### src/rtl/wb_arbiter.sv
// wb_arbiter: register-file write-port arbiter with a long-latency result FIFO
// and a pending-write busy mask. The pipeline writeback always owns the port
// when it writes a nonzero register. Buffered long-latency results drain into
// the remaining free slots in acceptance order.
module wb_arbiter #(
    parameter int DEPTH = 4
) (
    input  logic                   clk,
    input  logic                   rst,
    input  logic                   pipe_wen,
    input  logic [4:0]             pipe_rd,
    input  logic [31:0]            pipe_data,
    input  logic                   lu_issue,
    input  logic [4:0]             lu_issue_rd,
    input  logic                   lu_valid,
    input  logic [4:0]             lu_rd,
    input  logic [31:0]            lu_data,
    output logic                   lu_ready,
    output logic [4:0]             rsW,
    output logic [31:0]            dataW_reg,
    output logic                   RegWEn,
    output logic [31:0]            busy,
    output logic [$clog2(DEPTH):0] fifo_count
);

    localparam int AW = $clog2(DEPTH);
    localparam int CW = AW + 1;

    typedef struct packed {
        logic [4:0]  rd;
        logic [31:0] data;
    } entry_t;

    entry_t          mem_q [DEPTH];
    logic [AW-1:0]   wr_ptr_q, wr_ptr_d;
    logic [AW-1:0]   rd_ptr_q, rd_ptr_d;
    logic [CW-1:0]   count_q, count_d;
    logic [31:0]     busy_q, busy_d;

    logic   full, empty, pipe_own, accept, pop, wt, push;
    entry_t head;

    assign full     = (count_q == CW'(DEPTH));
    assign empty    = (count_q == '0);
    assign pipe_own = pipe_wen && (pipe_rd != 5'd0);
    // Readiness depends only on registered occupancy, never on a same-cycle pop,
    // and is held low for as long as reset is asserted.
    assign lu_ready = !rst && !full;
    assign accept   = lu_valid && lu_ready;
    assign head     = mem_q[rd_ptr_q];
    // A zero-destination result is accepted and dropped without using an entry.
    assign push     = accept && (lu_rd != 5'd0) && !wt;

    assign busy       = busy_q;
    assign fifo_count = count_q;

    // Port selection: pipeline, then FIFO head, then direct write-through.
    always_comb begin
        // NOTE: every signal gets a default before the priority chain so no path
        // leaves it unassigned; an unassigned path would infer a latch.
        rsW       = pipe_rd;
        dataW_reg = pipe_data;
        RegWEn    = 1'b0;
        pop       = 1'b0;
        wt        = 1'b0;
        if (pipe_own) begin
            RegWEn = 1'b1;
        end else if (!empty) begin
            rsW       = head.rd;
            dataW_reg = head.data;
            RegWEn    = 1'b1;
            pop       = 1'b1;
        end else if (accept && (lu_rd != 5'd0)) begin
            rsW       = lu_rd;
            dataW_reg = lu_data;
            RegWEn    = 1'b1;
            wt        = 1'b1;
        end
    end

    // Next-state for pointers, occupancy and the busy mask (set beats clear).
    always_comb begin
        wr_ptr_d = push ? wr_ptr_q + AW'(1) : wr_ptr_q;
        rd_ptr_d = pop  ? rd_ptr_q + AW'(1) : rd_ptr_q;
        count_d  = count_q + CW'(push) - CW'(pop);
        busy_d   = busy_q;
        if (pop || wt) begin
            busy_d[rsW] = 1'b0;
        end
        if (lu_issue && (lu_issue_rd != 5'd0)) begin
            busy_d[lu_issue_rd] = 1'b1;
        end
        busy_d[0] = 1'b0;
    end

    // Control state registers; reset discards all pending writes at once.
    always_ff @(posedge clk or posedge rst) begin
        if (rst) begin
            wr_ptr_q <= '0;
            rd_ptr_q <= '0;
            count_q  <= '0;
            busy_q   <= '0;
        end else begin
            // NOTE: sequential state uses non-blocking assignments so every
            // register samples the pre-edge values of the others.
            wr_ptr_q <= wr_ptr_d;
            rd_ptr_q <= rd_ptr_d;
            count_q  <= count_d;
            busy_q   <= busy_d;
        end
    end

    // FIFO storage written on push.
    // NOTE: the array is not reset; entries are only read while count_q says
    // they are valid, so clearing them would buy nothing.
    always_ff @(posedge clk) begin
        if (push) begin
            mem_q[wr_ptr_q] <= '{rd: lu_rd, data: lu_data};
        end
    end

endmodule

### config.mk
export PLATFORM = sky130hd
export DESIGN_NAME = wb_arbiter
export DESIGN_NICKNAME = d
export VERILOG_FILES = /design/src/rtl/wb_arbiter.sv
export SDC_FILE = /design/constraint.sdc
export NUM_CORES = 1
export LEC_CHECK = 0
export BUFFER_PORTS_ARGS = -buffer_cell sky130_fd_sc_hd__clkbuf_2
export CAP_MARGIN = 20
export CELL_PAD_IN_SITES_DETAIL_PLACEMENT = 1
export CELL_PAD_IN_SITES_GLOBAL_PLACEMENT = 1
export CORE_AREA = 2 2 139 155
export DETAILED_ROUTE_END_ITERATION = 8
export DIE_AREA = 0 0 141 157
export GPL_TIMING_DRIVEN = 0
export HOLD_SLACK_MARGIN = 0.15
export PLACE_DENSITY_LB_ADDON = 0.1
export SKIP_CTS_REPAIR_TIMING = 1
export SLEW_MARGIN = 0
export SYNTH_ARGS = -nofsm -noshare
export SYNTH_HDL_FRONTEND = slang
export SYNTH_SLANG_ARGS = --single-unit
### constraint.sdc
create_clock -name clk -period 2.9 [get_ports clk]
set_clock_uncertainty 0.15 [all_clocks]
set_input_delay 0.29 -clock clk [delete_from_list [all_inputs] [get_ports clk]]
set_output_delay 0.29 -clock clk [all_outputs]
set_load 0.02 [all_outputs]
# ---- Yosys cells after proc, flatten, opt, wreduce, memory -nomap -nowiden
# Memories as Yosys holds them, arrays and structs flattened.
# Index checks and enable logic that the tools add are counted.
dict set report op_classes {
  bitwise_logic 3
  reduce_logical 16
  n_addsub 4
  magnitude_cmp 4
  mux 21
  n_eq_ne 1
}
# operator count
set op_table {}
lappend op_table {{$mux 32} 5}
lappend op_table {{$and 32x32->32} 1}
lappend op_table {{$not 32->32} 1}
lappend op_table {{$or 32x32->32} 1}
lappend op_table {{$mux 5} 3}
lappend op_table {{$reduce_bool 5->1} 3}
lappend op_table {{$lt 5x6->1 const B} 2}
lappend op_table {{$mux 1} 11}
lappend op_table {{$demux 1 s5} 2}
lappend op_table {{$ge 5x1->1 const B} 2}
lappend op_table {{$logic_and 1x1->1} 8}
lappend op_table {{$add 2x1->2 const B} 2}
lappend op_table {{$add 3x1->3} 1}
lappend op_table {{$eq 3x3->1 const B} 1}
lappend op_table {{$logic_not 1->1} 3}
lappend op_table {{$logic_not 3->1} 1}
lappend op_table {{$sub 3x1->3} 1}
lappend op_table {{$logic_or 1x1->1} 1}
dict set report totals {
  register_bits 38
  wordCells 54
  input_bits 84
  ramBits 148
  output_inout_bits 74
  mem_count 1
}
# memory depth width rd rd_ports_with_merged_regs wr line_no
set mem_list {}
lappend mem_list {mem_q 4 37 1 0 1 34} ;# entry_t mem_q [DEPTH];

# ---- Longest topological paths before layout
# Gate-level depths: netlist of the first run.
dict set report depth {
  ltp_word 17
  ltp_mapped 13
  ltp_nobuf 12
}

# ---- Worst setup path after synthesis of the first run
# No wires, ideal clock.
dict set report synth_path {
  path_type {flip-flop to flip-flop}
  from {register count_q[1] (netlist: fifo_count[1])}
  to {register count_q[2] (netlist: fifo_count[2])}
  t_required_ns 2.619
  n_path_buf 2
  slack_ns -0.302
  synth_period_minus_slack_ns 3.202
  stages_incl_launch_ff 14
  arrival_ns 2.921
  setup_time_ns 0.131
  path_cell_list {dfrtp_1 or3_1 clkbuf_1 clkbuf_1 nor3_1 nor2_1 inv_1 ha_1 inv_1 ha_1 inv_1 fa_1 xnor2_1 xnor2_1}
}
dict set report synth_via {
  elab_chain_cells 12
  word_cells_on_any_way 15
  classes_between {2 x add/sub; 1 x eq/ne; 5 x mux; 7 x reduce/logical}
}
# element line_no
set synth_rtl {}
lappend synth_rtl {{start, declared} 37} ;# logic [CW-1:0] count_q, count_d;
lappend synth_rtl {{start signal, assigned} 108} ;# count_q <= count_d;
lappend synth_rtl {{$eq 3x3->1} 43} ;# assign full = (count_q == CW'(DEPTH));
lappend synth_rtl {{$logic_not 1->1} 48} ;# assign lu_ready = !rst && !full;
lappend synth_rtl {{$logic_and 1x1->1} 48}
lappend synth_rtl {{$logic_and 1x1->1} 49} ;# assign accept = lu_valid && lu_ready;
lappend synth_rtl {{$logic_and 1x1->1} {52, 73}}
lappend synth_rtl {{$mux 1} 73} ;# end else if (accept && (lu_rd != 5'd0)) begin
lappend synth_rtl {{$mux 1} 68} ;# end else if (!empty) begin
lappend synth_rtl {{$mux 1} 66} ;# if (pipe_own) begin
lappend synth_rtl {{$logic_not 1->1} 52} ;# assign push = accept && (lu_rd != 5'd0) && !wt;
lappend synth_rtl {{$logic_and 1x1->1} 52}
lappend synth_rtl {{$add 3x1->3} 85} ;# count_d = count_q + CW'(push) - CW'(pop);
lappend synth_rtl {{$sub 3x1->3 (*)} 85}
lappend synth_rtl {{named net count_d[2]} 37}
# Mark *: on every way through the listed nets, which the timed path passes. The rest lies on a longest branch.
# A chain may end at the register's enable or synchronous reset.

# ---- Worst setup path in the final report of the first run
# Ends and elaborated chain as after synthesis.

==> results of run 1 <==
-- worst max-delay path, cell delays in order, from the launching register on --
cell and delay, ps:
dfrtp_2 480, or3_4 460, buf_8 150, nor3_4 170, buf_6 130, nor2_4 50
inv_2 70, ha_4 200, inv_2 60, ha_4 120, inv_2 30, fa_2 400
xnor2_2 150, xnor2_1 120
-- how the worst min path moves through the flow --
stage / slack (ps) / start / to / cells past startpoint
6_report: 160 / lu_issue_rd[4] / busy[16] / 3
5_1_grt: 170 / lu_issue_rd[3] / busy[27] / 3
4_1_cts: -70 / lu_data[29] / mem_q[2][29] / 1
3_5_place_dp: 340 / busy[14] / busy[14] / 2
3_3_place_gp: 330 / busy[8] / busy[8] / 2
2_1_floorplan: 240 / lu_issue_rd[0] / busy[28] / 1
-- final cells by class --
class                           instances  area share, %
Sequential cell                       186           51.0
Multi-Input combinational cell        313           25.5
Timing Repair Buffer                  212           12.7
Clock buffer                           17           4.02
Tap cell                              256           3.02
Buffer                                 24           1.88
Clock inverter                         15           1.49
Inverter                               10          0.354
-- layer usage --
layer | global-route usage (%) | wire [um]
met3 | 4.23 | 886
met2 | 35.0 | 11700
met4 | 6.90 | 332
met5 | 0 | 0
met1 | 24.5 | 9200
-- stage by stage --
stage          util [%]  hold slack [ps]  power (W)  cells
2_1_floorplan         -              238    0.00614    536
3_3_place_gp       45.2              334    0.00731    948
3_5_place_dp       45.2              342    0.00742    948
4_1_cts            48.1            -69.8    0.00974    980
5_1_grt            51.8              174     0.0105   1033
6_report           51.8              157    0.00998   1033
-- state kept, by name (all words and copies together), names as in the netlist --
register / cells
mem_q: 148
rd_ptr_q: 2
busy: 31
wr_ptr_q: 2
fifo_count: 3
-- cell usage in the layout (no fill, tap or decap), drive strengths merged, types with 5 or more instances in the layout --
cell type / netlist / final
ha: 6 / 6
edfxtp: 148 / 148
nand2: 79 / 79
nand3b: 5 / 5
or3: 6 / 6
o31ai: 22 / 22
inv: 10 / 17
o21ai: 42 / 42
nand2b: 5 / 5
o41ai: 6 / 6
dfrtp: 38 / 38
clkinv: 0 / 5
mux4: 37 / 37
clkbuf: 15 / 179
nor2: 11 / 11
buf: 12 / 33
a22oi: 32 / 32
dlygate4sd3: 0 / 41
and2: 8 / 8
-- logic make-up (layout without fill, tap and decap cells) --
group | after synthesis | after routing | share of synthesized area (%)
buffers and inverters | 37 | 278 | 1.94
other | 1 | 1 | 0.0461
AO/OA/AOI/OAI | 124 | 124 | 11.3
flip-flops | 186 | 186 | 66.3
XOR/XNOR | 5 | 5 | 0.538
adder cells (fa/ha/maj) | 7 | 7 | 1.17
multiplexers | 42 | 42 | 10.9
AND/OR/NAND/NOR | 134 | 134 | 7.74
-- power by group through the flow --
stage | registers (W) | clock network (W) | logic (W)
2_1_floorplan | 0.00389 | 0 | 0.00225
3_3_place_gp | 0.00364 | 0 | 0.00367
3_5_place_dp | 0.00368 | 0 | 0.00375
4_1_cts | 0.00362 | 0.00236 | 0.00376
5_1_grt | 0.00371 | 0.00246 | 0.00435
6_report | 0.00366 | 0.00232 | 0.00400
==> impl_metrics.tcl, run 1 <==
set metrics [dict create \
    yosysWarnings 0 \
    cp_max_fo 6 \
    r2r_slack_ps 40 \
    ys_top_cells_by_area "edfxtp_1 55%, dfrtp_1 12%, mux4_2 10%" \
    core-area_mm2 0.0204 \
    clkPwrFrac_pct 23.2 \
    maxSlewViolCount 0 \
    vdd_drop_max_mv 0.497 \
    dieArea_mm2 0.0221 \
    timing.final.crit_share_pct 98.8 \
    cell_internal_pwr_w 0.00625 \
    yosysTopAreaCell "edfxtp_1" \
    areaGrowthSynthToFinish_pct 30.2 \
    grt_overflow 0 \
    swShare_pct 37.3 \
    htreeDepth 4 \
    drt_wl_total_mm 22.1 \
    synth.most_common_cell "edfxtp_1" \
    yosys-top-cells-count "148 x edfxtp_1, 79 x nand2_1, 38 x dfrtp_1" \
    grt_use_total_pct 19.9 \
    io_buffers 156 \
    grt_pass1_wl_mm 33.2 \
    combPwrFrac_pct 40.1 \
    hold_viol_final 0 \
    drive_above_1_share_pct 39.1 \
    synth-seq-cells 186 \
    hold_class "input port to flip-flop" \
    io_pins 158 \
    fill_cells 2060 \
    worst_r2r_path_depth 13 \
    crit_start "fifo_count[1]" \
    numClockSinks 186 \
    synth_edf_count 148 \
    max_freq_ghz 0.349 \
    setup_tns_ps 0 \
    worst_pin_slew_ps 1110 \
    synth_top_area_share_pct 54.6 \
    start_kind "flip-flop" \
    stdcell_area_mm2 0.0106 \
    dpl.hpwl_mm 14.6 \
    place_ws_ps -899 \
    ff_latch_area_mm2 0.00540 \
    synthFlopType "edfxtp_1" \
    die_h_um 157 \
    rsz0062_at_grt "true" \
    seq_area_frac_synth_pct 66.3 \
    timing.critical_path.to "fifo_count[2]" \
    criticalPathCategory "flip-flop to flip-flop" \
    synth_area_per_cell_um2 15.2 \
    syn_nets 627 \
    syn_inst 536 \
    syn-cell-area_mm2 0.00813 \
    cts_tree "yes" \
    sequentialPowerShare_pct 36.7 \
    dr_total_vias 5647 \
    outcome "complete, no violations" \
    cts_buffers 17 \
    dpl_cell_area_mm2 0.00925 \
    fin_nets 855 \
    crit_required_ps 3060 \
    p_leak_nw 4.09 \
    worstPathArrival_ps 3030 \
    grt_pass1_vias 5952 \
    grt_max_degree 39 \
    initial_core_util_pct 39.8 \
    grt_antenna_before_repair 0 \
    antenna_cells 0 \
    cp-end-kind "flip-flop" \
    multi_input_area_mm2 0.00271 \
    post_drt_wl_per_cell_um 21.4 \
    ant_nets 0 \
    powerDensity_mw_per_mm2 942 \
    slew-limit-headroom_pct 25.8 \
    post-route-drc-count 0 \
    period_needed_ps 2860 \
    cts-root-buf "clkbuf_16" \
    fin_ws_ps 36.1 \
    drt_iter0_markers 259 \
    place_congestion 0.783 \
    path_clk_slew_ps 70 \
    viasPerCell 5.47 \
    clkLatencyLatePin_ps 420 \
    cap_violations 0 \
    die_w_um 141 \
    clock_path_buffers 2 \
    num_rows 55 \
    drt_first_pass_iters 4 \
    setup_viol 0 \
    r2r_start "fifo_count[1]" \
    p_switching_w 0.00372 \
    async_reset_ff_share_pct 20.4 \
    reg2reg_to "fifo_count[2]" \
    netlist-cell-type-count 60 \
]
Note: power is estimated with default switching activity, not from simulation.
==> run 2, diff against run 1 <==
BUFFER_PORTS_ARGS = -buffer_cell sky130_fd_sc_hd__buf_2   (was -buffer_cell sky130_fd_sc_hd__clkbuf_2)
PLACE_DENSITY = 0.78   (was not set)
PLACE_DENSITY_LB_ADDON = not set   (was 0.1)
==> run 2 against run 1 <==
- clock power about the same
- global-route usage fell by 0.13 points
- routed wire length increased by 1.4%
- design area rose by 0.78%
- critical path type is now flip-flop to output pin
- critical endpoint is now dataW_reg[12]
- largest cell class unchanged
- largest power group unchanged
==> impl_metrics.tcl, run 2 (synthesis gave the netlist of run 1 again) <==
set metrics [dict create \
    outcome "complete, no violations" \
    io_buffers 156 \
    dpl.hpwl_mm 14.6 \
    slowest_delay_ps 480 \
    powerDensity_mw_per_mm2 947 \
    p_leak_nw 4.11 \
    initial_core_util_pct 39.8 \
    grt_overflow 0 \
    reg2reg_to "fifo_count[2]" \
    grt_use_total_pct 19.8 \
    period_needed_ps 2850 \
    crit_required_ps 2460 \
    drt_wl_total_mm 22.4 \
    worstPathArrival_ps 2410 \
    r2r_slack_ps 50 \
    viasPerCell 5.58 \
    r2r_start "fifo_count[0]" \
    areaGrowthSynthToFinish_pct 31.2 \
    layout_common_cells "158 x buf_2, 148 x edfxtp_1, 78 x nand2_1" \
    drt_iter0_markers 436 \
    regMostFlops "mem_q" \
    min_from "lu_issue" \
    start_kind "flip-flop" \
    hold_viol_final 0 \
    cts_tree "yes" \
    clkLatencyLatePin_ps 430 \
    setup_viol 0 \
    maxSlewViolCount 0 \
    htreeDepth 4 \
    grt_pass1_vias 5956 \
    die_h_um 157 \
    die_w_um 141 \
    place_congestion 0.835 \
    vdd_drop_max_mv 0.477 \
    num_rows 55 \
    path_clk_slew_ps 70 \
    rsz0062_at_grt "true" \
    numClockSinks 186 \
    post_drt_wl_per_cell_um 21.6 \
    crit_chain "nor3b_4, a211o_4, nor3_4, buf_4, buf_6, a22oi_1, nand2_1, buf_2" \
    place_ws_ps -914 \
    timing.final.crit_share_pct 98.3 \
    crit_start "fifo_count[0]" \
    slowest_stage "dfrtp_2" \
    fill_cells 2042 \
    post-route-drc-count 0 \
    finalPower_w 0.0101 \
    largest_reg_flops 148 \
    drt_first_pass_iters 5 \
    fin_ws_ps 49.0 \
    criticalPathCategory "flip-flop to output pin" \
    final_common_cell "buf_2" \
    dieArea_mm2 0.0221 \
    max_freq_ghz 0.351 \
    dr_total_vias 5788 \
    dpl_cell_area_mm2 0.00925 \
    cp_max_fo 10 \
    slew-limit-headroom_pct 43.9 \
    stdcell_area_mm2 0.0107 \
    fin_nets 859 \
    worst_r2r_path_depth 13 \
    grt_antenna_before_repair 0 \
    hold_end "busy[31]" \
    io_pins 158 \
    worst_pin_slew_ps 840 \
    cts_buffers 17 \
    drive_above_1_share_pct 39.3 \
    grt_max_degree 39 \
    cts-root-buf "clkbuf_16" \
    dp_cells 948 \
    min_path_cells 3 \
    cap_violations 0 \
    hold_class "input port to flip-flop" \
    cp-end-kind "output pin" \
    fin_cells 1038 \
    clock_path_buffers 2 \
    core-area_mm2 0.0204 \
    ant_nets 0 \
    grt_pass1_wl_mm 33.4 \
]
==> run 2: cell count changes in the layout (fill, tap and decap cells not counted), moves of 2 or more <==
cell           before  now
inv_8               5    3
buf_2               4  158
dlygate4sd3_1      41   43
and2_4              0    2
clkbuf_4            5    7
clkinv_4            4    0
and2_2              4    2
clkbuf_2          156    2
inv_6               2    5
clkinv_8            0    3
==> run 2: worst max-delay path by stage <==
stage,slack [ps],to
final,50,dataW_reg[12]
after detailed placement,-910,fifo_count[2]
after global placement,-810,fifo_count[2]
after global routing,-80,fifo_count[2]
after CTS,-870,dataW_reg[12]
after floorplan,-150,fifo_count[2]
==> run 2: worst max-delay path, delay by kind of cell (launching register included) <==
family,cells,cell delay [ps]
AOI/OAI and AO/OA,2,520
and+or+nand+nor,3,490
DFF,1,480
buffers and inverters,3,470
==> run 2: metrics by stage <==
| stage | hold WS [ps] | TNS, ps | util (%) |
|---|---|---|---|
| 2_1_floorplan | 238 | -153 | - |
| 3_3_place_gp | 320 | -78900 | 45.2 |
| 3_5_place_dp | 339 | -104370 | 45.2 |
| 4_1_cts | -82.6 | -124750 | 48.2 |
| 5_1_grt | 188 | -296 | 52.2 |
| 6_report | 170 | 0 | 52.2 |
==> run 2: layout make-up <==
class | instances | area (um^2) | area share, %
multi-input combinational | 313 | 2720 | 25.5
sequential | 186 | 5400 | 50.6
inverter | 10 | 40.0 | 0.375
timing repair buffer | 216 | 1390 | 13.0
tap | 256 | 320 | 3.00
buffer | 24 | 199 | 1.86
antenna | 1 | 2.50 | 0.0234
clock buffer | 17 | 425 | 3.99
clock inverter | 15 | 176 | 1.65
==> run 2: routing by layer <==
| metal | vias up | part of all wire (%) | GRT usage, % |
|---|---|---|---|
| li1 | 2579 | - | - |
| met5 | - | 0 | 0 |
| met1 | 2953 | 40 | 24.8 |
| met2 | 235 | 53 | 34.7 |
| met4 | 0 | 1.2 | 6.62 |
| met3 | 21 | 5.8 | 3.77 |
==> run 2: where the power goes <==
group	leakage (nW)	switching, W	internal, W
clock network	0.289	0.00111	0.00123
registers	1.80	0.000283	0.00338
logic	2.02	0.00240	0.00169
==> run 3, diff against run 2 <==
CELL_PAD_IN_SITES_DETAIL_PLACEMENT = not set   (was 1)
CELL_PAD_IN_SITES_GLOBAL_PLACEMENT = not set   (was 1)
PLACE_DENSITY = 0.67   (was 0.78)
SKIP_CTS_REPAIR_TIMING = not set   (was 1)
==> run 3 against run 2 <==
- cell count down 0.39%
- flip-flop and latch count unchanged
- core utilization down 0.39 points
- count of clock-buffer cells in the layout up 1
- first-iteration DRC count down 33%
- worst hold slack better by 130 ps
- register-to-register slack better by 20 ps
- sequential share of layout area up 0.38 points
- sequential power about the same
- critical endpoint is now dataW_reg[25]
==> impl_metrics.tcl, run 3 (synthesis gave the netlist of run 1 again) <==
set metrics [dict create \
    cell_internal_pwr_w 0.00618 \
    slowest_stage "dfrtp_2" \
    swShare_pct 37.4 \
    grt_use_total_pct 17.9 \
    hold_viol_final 0 \
    cts-root-buf "clkbuf_16" \
    setup_viol 0 \
    finalPower_w 0.00987 \
    regMostFlops "mem_q" \
    ant_nets 0 \
    final_common_cell "buf_2" \
    worst_pin_slew_ps 808 \
    die_w_um 141 \
    clkLatencyLatePin_ps 420 \
    dp_cells 948 \
    maxSlewViolCount 0 \
    max_freq_ghz 0.349 \
    fin_nets 856 \
    timing.final.crit_share_pct 98.8 \
    cap_violations 0 \
    crit_chain "nor3_4, buf_4, nor2_4, clkbuf_2, a22oi_1, nand2_1, buf_2" \
    grt_pass1_wl_mm 30.5 \
    io_pins 158 \
    grt_overflow 0 \
    layout_common_cells "159 x buf_2, 148 x edfxtp_1, 79 x nand2_1" \
    dpl_cell_area_mm2 0.00925 \
    grt_pass1_vias 5404 \
    p_leak_nw 4.08 \
    path_clk_slew_ps 70 \
    start_kind "flip-flop" \
    cts_tree "yes" \
    dieArea_mm2 0.0221 \
    combPwrFrac_pct 39.9 \
    io_buffers 156 \
    htreeDepth 4 \
    place_congestion 0.807 \
    slew-limit-headroom_pct 46.1 \
    place_ws_ps -798 \
    grt_max_degree 39 \
    sequentialPowerShare_pct 36.8 \
    cts_buffers 17 \
    core-area_mm2 0.0204 \
    grt_antenna_before_repair 0 \
    crit_required_ps 2460 \
    drt_first_pass_iters 4 \
    initial_core_util_pct 39.8 \
    hold_class "input port to flip-flop" \
    p_switching_w 0.00370 \
    num_rows 55 \
    cp_max_fo 10 \
    die_h_um 157 \
    cp_top_family "buffers and inverters" \
    post-route-drc-count 0 \
    outcome "complete, no violations" \
    min_path_cells 5 \
    clkPwrFrac_pct 23.3 \
    vdd_drop_max_mv 0.514 \
    fin_cells 1034 \
    drt_iter0_markers 291 \
    dr_total_vias 5582 \
    areaGrowthSynthToFinish_pct 30.2 \
    dpl.hpwl_mm 12.7 \
    cp_num_buf_inv 3 \
    post_drt_wl_per_cell_um 19.1 \
    fin_ws_ps 34.3 \
    clock_path_buffers 2 \
    stdcell_area_mm2 0.0106 \
    powerDensity_mw_per_mm2 932 \
    numClockSinks 186 \
    cp-end-kind "output pin" \
    antenna_cells 0 \
    slowest_delay_ps 460 \
    viasPerCell 5.40 \
    period_needed_ps 2870 \
    drive_above_1_share_pct 38.3 \
    worstPathArrival_ps 2430 \
    largest_reg_flops 148 \
    rsz0062_at_grt "true" \
    worst_r2r_path_depth 11 \
    drt_wl_total_mm 19.8 \
    criticalPathCategory "flip-flop to output pin" \
    crit_cells 7 \
    setup_tns_ps 0 \
]
## run 3: cell count changes in the layout (fill, tap and decap cells not counted), sizes merged
cell	before	now
buf	187	183
clkinv	4	7
clkinvlp	2	0
dlygate4sd3	43	45
bufinv	1	0
diode	1	0
inv	18	17
## run 3: layout make-up
| cell class | instances | area (um^2) |
|---|---|---|
| multi-input cells | 313 | 2700 |
| repair buffers | 213 | 1340 |
| well taps | 256 | 320 |
| inverters | 10 | 37.5 |
| clock inverters | 14 | 170 |
| flip-flops and latches | 186 | 5400 |
| clock buffers | 18 | 429 |
| fillers | 1676 | 9840 |
| plain buffers | 24 | 196 |
## run 3: worst paths after layout
| path | slack (ps) | end | start |
|---|---|---|---|
| max in group asynchronous | 1560 | fifo_count[0] | rst |
| worst max-delay path | 30 | dataW_reg[25] | fifo_count[2] |
| worst max register to register | 70 | fifo_count[2] | fifo_count[2] |
| worst min-delay path | 300 | busy[16] | lu_rd[3] |
| min in group asynchronous | 480 | busy[21] | rst |
| worst min register to register | 350 | busy[2] | busy[2] |
## run 3: worst register-to-register path, cell delays in order, from the launching register on
cell and delay (ps):
dfrtp_2 460, nor3_4 340, buf_4 260, nor2_4 90, clkbuf_2 280, ha_4 300, inv_1 50, ha_1 130
inv_1 50, fa_2 350, xnor2_2 140, xnor2_1 120
## run 3: power groups by stage
stage / logic, W / registers (W) / clock network, W
final: 0.00394 / 0.00364 / 0.00230
after global routing: 0.00424 / 0.00368 / 0.00245
after CTS: 0.00387 / 0.00363 / 0.00234
after detailed placement: 0.00366 / 0.00366 / 0
after global placement: 0.00363 / 0.00364 / 0
after floorplan: 0.00225 / 0.00389 / 0
## run 3: what timing repair did
action,in CTS,in global routing
pin swaps,3,7
hold buffers,45,0
buffers inserted,5,7
gates cloned,0,0
setup endpoints to repair,190,71
endpoints found under the hold margin,207,0
resized for setup,59,25
## run 3: per-stage QoR
stage,hold WS [ps],utilization [%]
detailed placement,332,45.2
global placement,323,45.2
CTS,195,51.3
global route,328,51.8
finish,295,51.8
floorplan,238,-
## run 3: metal layers
layer	vias up	share of wire, %	track usage (%)
met5	-	0	0
met4	0	1.7	5.05
met3	27	5.1	3.26
met2	215	49	29.9
met1	2760	44	24.3
li1	2580	-	-
